===== config.mk =====
export PLATFORM = sky130hd
export DESIGN_NAME = prog_tick_gen_flat
export DESIGN_NICKNAME = d
export VERILOG_FILES = /design/src/rtl/tick_pkg.sv /design/src/rtl/prog_tick_gen_if.sv /design/src/rtl/tick_channel.sv /design/src/rtl/prog_tick_gen.sv /design/src/flat_wrapper.sv
export SDC_FILE = /design/constraint.sdc
export NUM_CORES = 1
export LEC_CHECK = 0
export BUFFER_PORTS_ARGS = -buffer_cell sky130_fd_sc_hd__clkbuf_2
export CAP_MARGIN = 20
export CORE_AREA = 2 2 99 101
export DETAILED_ROUTE_END_ITERATION = 10
export DIE_AREA = 0 0 101 103
export HOLD_SLACK_MARGIN = 0.03
export PLACE_DENSITY = 0.74
export SLEW_MARGIN = 20
export SYNTH_ARGS = -nofsm -noshare
export SYNTH_HDL_FRONTEND = slang
export SYNTH_HIERARCHICAL = 1
export SYNTH_SLANG_ARGS = --single-unit

===== constraint.sdc =====
create_clock -name clk -period 1.6 [get_ports clk]
set_input_delay 0.08 -clock clk [delete_from_list [all_inputs] [get_ports clk]]
set_output_delay 0.08 -clock clk [all_outputs]
set_load 0.005 [all_outputs]

===== src/rtl/tick_pkg.sv =====
// tick_pkg: shared mode codes, default-width config type and cfg_ch width helper.
//   Users: prog_tick_gen_if, tick_channel, prog_tick_gen (import tick_pkg::*).
package tick_pkg;
    localparam logic MODE_PERIODIC = 1'b0;
    localparam logic MODE_ONESHOT  = 1'b1;
    localparam int   TICK_W        = 8;
    typedef struct packed {
        logic [TICK_W-1:0] div;
        logic              mode;
    } tick_cfg_t;
    function automatic int ch_w(input int nch);
        return nch > 1 ? $clog2(nch) : 1;
    endfunction
endpackage


===== src/rtl/prog_tick_gen_if.sv =====
// prog_tick_gen_if: config/control/status bundle of prog_tick_gen.
//   master drives cfg_we, cfg_ch, cfg_div, cfg_mode, start, stop; reads tick, busy, cfg_pend.
//   slave is the generator side.
interface prog_tick_gen_if import tick_pkg::*; #(
    parameter int NCH = 4,
    parameter int W   = 8
);
    localparam int CW = ch_w(NCH);
    logic           cfg_we;
    logic [CW-1:0]  cfg_ch;
    logic [W-1:0]   cfg_div;
    logic           cfg_mode;
    logic [NCH-1:0] start;
    logic [NCH-1:0] stop;
    logic [NCH-1:0] tick;
    logic [NCH-1:0] busy;
    logic [NCH-1:0] cfg_pend;
    modport master (
        output cfg_we, cfg_ch, cfg_div, cfg_mode, start, stop,
        input  tick, busy, cfg_pend
    );
    modport slave (
        input  cfg_we, cfg_ch, cfg_div, cfg_mode, start, stop,
        output tick, busy, cfg_pend
    );
endinterface


===== src/rtl/tick_channel.sv =====
// tick_channel: one programmable tick counter with shadow/active config.
//   in:  clk, rst, we (write to this channel), cfg_div, cfg_mode, start, stop
//   out: tick (one-cycle strobe), busy (running), pend (shadow awaiting apply)
module tick_channel import tick_pkg::*; #(
    parameter int W       = 8,
    parameter int RST_DIV = 255,
    parameter int RST_RUN = 1
) (
    input  logic         clk,
    input  logic         rst,
    input  logic         we,
    input  logic [W-1:0] cfg_div,
    input  logic         cfg_mode,
    input  logic         start,
    input  logic         stop,
    output logic         tick,
    output logic         busy,
    output logic         pend
);
    typedef struct packed {
        logic [W-1:0] div;
        logic         mode;
    } cfg_t;
    cfg_t         act, shd, nxt;
    logic [W-1:0] count;
    logic         pend_any, wrap, apply, clr;
    // A write on the same edge as an apply point takes effect directly.
    always_comb begin
        nxt      = we ? cfg_t'{div: cfg_div, mode: cfg_mode} : shd;
        pend_any = we | pend;
        wrap     = busy && count == act.div;
        clr      = !busy || start || stop || wrap;
        apply    = pend_any && clr;
    end
    always_ff @(posedge clk) begin
        if (rst) begin
            count <= '0;
            act   <= '{div: W'(RST_DIV), mode: MODE_PERIODIC};
            shd   <= '{div: W'(RST_DIV), mode: MODE_PERIODIC};
            busy  <= RST_RUN != 0;
            tick  <= 1'b0;
            pend  <= 1'b0;
        end else begin
            shd   <= nxt;
            if (apply) act <= nxt;
            pend  <= pend_any && !apply;
            tick  <= wrap && !start && !stop;
            count <= clr ? '0 : count + W'(1);
            // One-shot termination uses the mode of the period that just ended.
            busy  <= stop ? 1'b0 : start ? 1'b1 : (wrap && act.mode == MODE_ONESHOT) ? 1'b0 : busy;
        end
    end
endmodule


===== src/rtl/prog_tick_gen.sv =====
// prog_tick_gen: NCH runtime-programmable clock-enable tick generators.
//   in:  clk, rst; bus.cfg_we/cfg_ch/cfg_div/cfg_mode, bus.start, bus.stop
//   out: bus.tick, bus.busy, bus.cfg_pend (all registered)
module prog_tick_gen import tick_pkg::*; #(
    parameter int NCH     = 4,
    parameter int W       = 8,
    parameter int RST_DIV = 255,
    parameter int RST_RUN = 1
) (
    input logic             clk,
    input logic             rst,
    prog_tick_gen_if.slave  bus
);
    localparam int CW = ch_w(NCH);
    // Addresses at or above NCH match no channel, so such writes are dropped.
    for (genvar i = 0; i < NCH; i++) begin : g_ch
        tick_channel #(.W(W), .RST_DIV(RST_DIV), .RST_RUN(RST_RUN)) u_ch (
            .clk      (clk),
            .rst      (rst),
            .we       (bus.cfg_we && bus.cfg_ch == CW'(i)),
            .cfg_div  (bus.cfg_div),
            .cfg_mode (bus.cfg_mode),
            .start    (bus.start[i]),
            .stop     (bus.stop[i]),
            .tick     (bus.tick[i]),
            .busy     (bus.busy[i]),
            .pend     (bus.cfg_pend[i])
        );
    end
endmodule

===== src/flat_wrapper.sv =====
// flat-port wrapper written by rule: the top's interface ports become plain ports
module prog_tick_gen_flat import tick_pkg::*;
#(
    parameter int NCH     = 4,
    parameter int W       = 8,
    parameter int RST_DIV = 255,
    parameter int RST_RUN = 1
)
  (clk, rst, bus_cfg_we, bus_cfg_ch, bus_cfg_div, bus_cfg_mode, bus_start, bus_stop, bus_tick, bus_busy, bus_cfg_pend);
  prog_tick_gen_if #(.NCH(NCH), .W(W)) bus_i ();
  input logic clk;
  input logic rst;
  input wire logic [$bits(bus_i.cfg_we)-1:0] bus_cfg_we;
  input wire logic [$bits(bus_i.cfg_ch)-1:0] bus_cfg_ch;
  input wire logic [$bits(bus_i.cfg_div)-1:0] bus_cfg_div;
  input wire logic [$bits(bus_i.cfg_mode)-1:0] bus_cfg_mode;
  input wire logic [$bits(bus_i.start)-1:0] bus_start;
  input wire logic [$bits(bus_i.stop)-1:0] bus_stop;
  output wire logic [$bits(bus_i.tick)-1:0] bus_tick;
  output wire logic [$bits(bus_i.busy)-1:0] bus_busy;
  output wire logic [$bits(bus_i.cfg_pend)-1:0] bus_cfg_pend;
  assign bus_i.cfg_we = bus_cfg_we;
  assign bus_i.cfg_ch = bus_cfg_ch;
  assign bus_i.cfg_div = bus_cfg_div;
  assign bus_i.cfg_mode = bus_cfg_mode;
  assign bus_i.start = bus_start;
  assign bus_i.stop = bus_stop;
  assign bus_tick = bus_i.tick;
  assign bus_busy = bus_i.busy;
  assign bus_cfg_pend = bus_i.cfg_pend;
  prog_tick_gen #(.NCH(NCH), .W(W), .RST_DIV(RST_DIV), .RST_RUN(RST_RUN)) u_core (.clk(clk), .rst(rst), .bus(bus_i));
endmodule

# == Word-level counts from Yosys, hierarchy flattened ==
# Index checks and enable logic that the tools add are counted.
# totals
reg_bits,116
wordCells,128
input_bits,22
# op_classes
n_mux,16
n_bitwise,4
reduce_logical,65
eq_ne,7
n_addsub,4
# ops
op,n
$mux 9,4
$add 8x1->8 const B,4
$eq 8x8->1,4
$logic_and 1x1->1,28
$logic_not 1->1,16
$logic_or 1x1->1,12
$mux 1,12
$reduce_bool 3->1,4
$reduce_or 2->1,4
$eq 2x2->1 const B,2
$or 1x1->1,4
$eq 2x1->1 const B,1
$logic_not 2->1,1

# == Logic depth before layout (Yosys ltp) ==
# logic_depth
depth_word,7
mapped_depth,6
ltp_nobuf,5

# == Hierarchy ==
# The synthesis kept the hierarchy.
# by_module_without_submodules
mod,instances,cells_each,area_per_inst_um2
tick_channel,4,107,1174.9
prog_tick_gen,1,4,37.5

# == Least setup slack after synthesis ==
# Ideal clock, no wire load.
# synth_timing
kind,register -> register
start,reg u_core.g_ch[0].u_ch.count[2]
end,reg u_core/g_ch[0].u_ch/act[0] (netlist bit)
stages_incl_launch_ff,7
setup_slack_ns,0.106
n_path_buf,1
arrival_ns,1.369
path_cell_list,dfxtp_1 -> xnor2_1 -> nand4_1 -> o21ai_2 -> o31a_1 -> buf_6 -> o22ai_1
# synth_between
elab_chain_cells,4
# synth_lines
element,line_no,source
start: declaration,tick_channel.sv:25,logic [W-1:0] count;
start signal: assignment,tick_channel.sv:48,count <= clr ? '0 : count + W'(1);
$eq 8x8->1,tick_channel.sv:31,wrap = busy && count == act.div;
$logic_and 1x1->1,tick_channel.sv:31,
$logic_or 1x1->1,tick_channel.sv:32,clr = !busy || start || stop || wrap;
$logic_and 1x1->1,tick_channel.sv:33,apply = pend_any && clr;
end signal: assignment,tick_channel.sv:38,"act <= '{div: W'(RST_DIV), mode: MODE_PERIODIC};"
end signal: assignment,tick_channel.sv:45,if (apply) act <= nxt;
end: declaration,tick_channel.sv:24,"cfg_t act, shd, nxt;"
# No other way between the ends.
# A chain may end at the register's enable or synchronous reset.

# == Worst setup path after layout ==
# layout_timing
start,reg u_core.g_ch[2].u_ch.count[3]
end,reg u_core/g_ch[2].u_ch/act[3] (netlist bit)
# layout_between
elab_chain_cells,4
# layout_lines
element,line_no
start: declaration,tick_channel.sv:25
start signal: assignment,tick_channel.sv:48
$eq 8x8->1,tick_channel.sv:31
$logic_and 1x1->1,tick_channel.sv:31
$logic_or 1x1->1,tick_channel.sv:32
$logic_and 1x1->1,tick_channel.sv:33
end signal: assignment,tick_channel.sv:38
end signal: assignment,tick_channel.sv:45
end: declaration,tick_channel.sv:24
# No other way between the ends.

==> impl_metrics.toml <==
[run_status]
status = "finished clean"

[worst_setup_path]
rr_worst_depth = 6
reg2reg_slack_ns = 0.04
end_kind = "flop"
r2r-start = "u_core/g_ch[2].u_ch/count[3]"
crit_fanout = 9
critPathLaunchType = "flop"
arrival_ns = 2.01
r2r_end = "u_core/g_ch[2].u_ch/act[3]"
worstPathRequired_ns = 2.05
path_class = "reg -> reg"

[synthesis]
async_reset_ff_frac = 0
netlist_instances = 432
synth_edf_count = 0
yosys-top-cells-area = "dfxtp_1 49%, a2bb2oi_2 10%, xnor2_1 8.9%"
ys_seq_area_frac = 0.490
avgSynthCellArea_um2 = 11.0
yosysWarnings = 6
yosysTopAreaCellShare = 0.490
synth_top_cell_by_area = "dfxtp_1"
synth_most_common_cell = "dfxtp_1"
synth_fp_nets = 458
syn_area_um2 = 4740
ys.flop_type = "dfxtp_1"
ys_types = 28
synth_commonest_cells = "116 x dfxtp_1, 56 x nor2_1, 48 x xnor2_1"
synth_seq_cells = 116

[detailed_routing]
post_drt_wl_per_cell_um = 14.6
drt-total-wl_mm = 9.34
drc = 0
ant_nets = 0
vias_per_cell = 5.14
drt-initial-drc-count = 124
vias = 3284
dr.pass1.iters = 4

[floorplanning]
pin_count = 34
fp.dieH_um = 103
start_util = 0.501
dieArea_um2 = 10400
num_rows = 36
die_x_um = 101
core-area_um2 = 9460

[sta]
final.period_utilization = 0.974
setup_viol = 0
max_freq_mhz = 641
fin_crit_ns = 1.56
hold_viol = 0
relSlewSlack = 0.703
final_max_slew_viol_count = 0
skew_ns = 0.00635
worst_pin_slew_ns = 0.445
rsz0062_at_grt = "true"
hold_ws_ns = 0.0610

[pwr]
p_leak_nw = 2.18
ir_drop_mv = 0.722
total_power_mw = 7.04
p_per_area_nw_per_um2 = 1170

[placement]
gp_congestion = 0.834
place_hpwl_mm = 6.34
portBuffers = 33

[global_route]
grt_pass1_wl_mm = 15.2
grt_overflow_total = 0
grt_util_all_layers = 0.192
grt_max_degree = 29
grt_pass1_vias = 3232
antenna_found_initial = 0

[clock_tree]
clk_pin_slew_ns = 0.06
ctsLongestPathBuffers = 2
cts_tree = "done"
clock_latency_ns = 0.51
root_buffer = "clkbuf_8"
cts_sinks = 116
numCtsBuffers = 17
htreeDepth = 4

[hold_path]
min_from = "rst"
hold-path-endpoint = "u_core/g_ch[2].u_ch/shd[0]"
min_path_cells = 2
hold_class = "in -> reg"

[final_layout]
area_delta_synth_final_pct = 26.6
antenna_cells = 0
layout.nets = 538
drive_above_1_share = 0.253

[run]
drv_cap = 0
[worst max-delay path, stage by stage, from the launching register on]
cell and delay [ns]:
dfxtp_1 0.42, xnor2_1 0.15, nand4_1 0.20, o21ai_2 0.23, o31a_1 0.22, buf_12 0.15, a2bb2oi_2 0.13
[final cells by class]
cell class	instances	area (um^2)
well taps	114	143
repair buffers	73	608
inverters	12	45.0
clock inverters	14	155
fillers	719	3460
flip-flops and latches	116	2330
multi-input cells	292	2300
clock buffers	18	418
[metal layers]
layer  up-vias  global-route usage  routed length [um]
li1       1659                   -                   -
met1      1564               0.221                4190
met2        49               0.330                4700
met3        12              0.0631                 312
met4         0              0.0790                 138
met5         -                   0                   0
[registers in the layout, summed over array words and instances, names as in the netlist]
signal                  flops
u_core/g_ch.u_ch/count     32
u_core/g_ch.u_ch/act       36
u_core/g_ch.u_ch/pend       4
u_core/g_ch.u_ch/tick       4
u_core/g_ch.u_ch/busy       4
u_core/g_ch.u_ch/shd       36
[kinds of logic (layout without fill, tap and decap cells)]
| logic type | Yosys count | after routing | share of synthesized area |
|---|---|---|---|
| and+or+nand+nor | 140 | 140 | 0.153 |
| DFF | 116 | 116 | 0.490 |
| AOI/OAI and AO/OA | 56 | 56 | 0.141 |
| xor gates and xnor gates | 56 | 56 | 0.104 |
| muxes | 36 | 36 | 0.0761 |
| buffers and inverters | 24 | 117 | 0.0264 |
| adders and majority gates | 4 | 4 | 0.0106 |
[repair_timing]
action                                  4_1_cts  5_1_grt
gates resized for setup                       0        8
endpoints found under the hold margin       105        0
buffers inserted                              0        3
hold buffers                                 17        0
endpoints found under the setup margin        0       27
[placed cells by master, fill, tap and decap left out, drive strengths merged]
cell,n
dfxtp,116
nor2,56
clkbuf,51
xnor2,48
mux2i,36
nand2b,36
a2bb2oi,32
buf,23
dlygate4sd3,17
inv,15
and3,9
nand4,8
nand3,8
xor2,8
nand2,8
o21ai,8
clkinvlp,5
nor3b,5
nor2b,4
o31a,4
o21a,4
nor4,4
a221o,4
o22ai,4
ha,4
clkinv,4
bufinv,2
and3b,2
[stage by stage]
| step | TNS, ns | util | setup WS (ns) | cells | instance area [um^2] |
|---|---|---|---|---|---|
| 2_1_floorplan | 0 | - | 0.106 | 432 | 4740 |
| 3_3_place_gp | 0 | 0.551 | 0.183 | 587 | 5220 |
| 3_5_place_dp | 0 | 0.551 | 0.125 | 587 | 5220 |
| 4_1_cts | 0 | 0.630 | 0.0739 | 636 | 5960 |
| 5_1_grt | -0.434 | 0.634 | -0.0573 | 639 | 6000 |
| 6_report | 0 | 0.634 | 0.0410 | 639 | 6000 |
[worst max path at each step]
stage                                            start                          to  slack, ns  cells after the start
final                     u_core/g_ch[2].u_ch/count[3]  u_core/g_ch[2].u_ch/act[3]       0.04                      6
after CTS                 u_core/g_ch[0].u_ch/count[5]  u_core/g_ch[0].u_ch/act[1]       0.07                      6
after global placement    u_core/g_ch[0].u_ch/count[0]  u_core/g_ch[0].u_ch/act[0]       0.18                      6
after global routing      u_core/g_ch[2].u_ch/count[6]  u_core/g_ch[2].u_ch/act[3]      -0.06                      6
after detailed placement    u_core/g_ch[3].u_ch/act[8]  u_core/g_ch[3].u_ch/act[8]       0.12                      6
after floorplan           u_core/g_ch[0].u_ch/count[2]  u_core/g_ch[0].u_ch/act[0]       0.11                      6
[power by group]
group | switching, mW | internal [mW]
Sequential | 0.0296 | 2.95
Combinational | 0.224 | 0.253
Clock | 1.35 | 2.23
Total | 1.61 | 5.43
No activity file was read; power rests on OpenSTA's default activity.
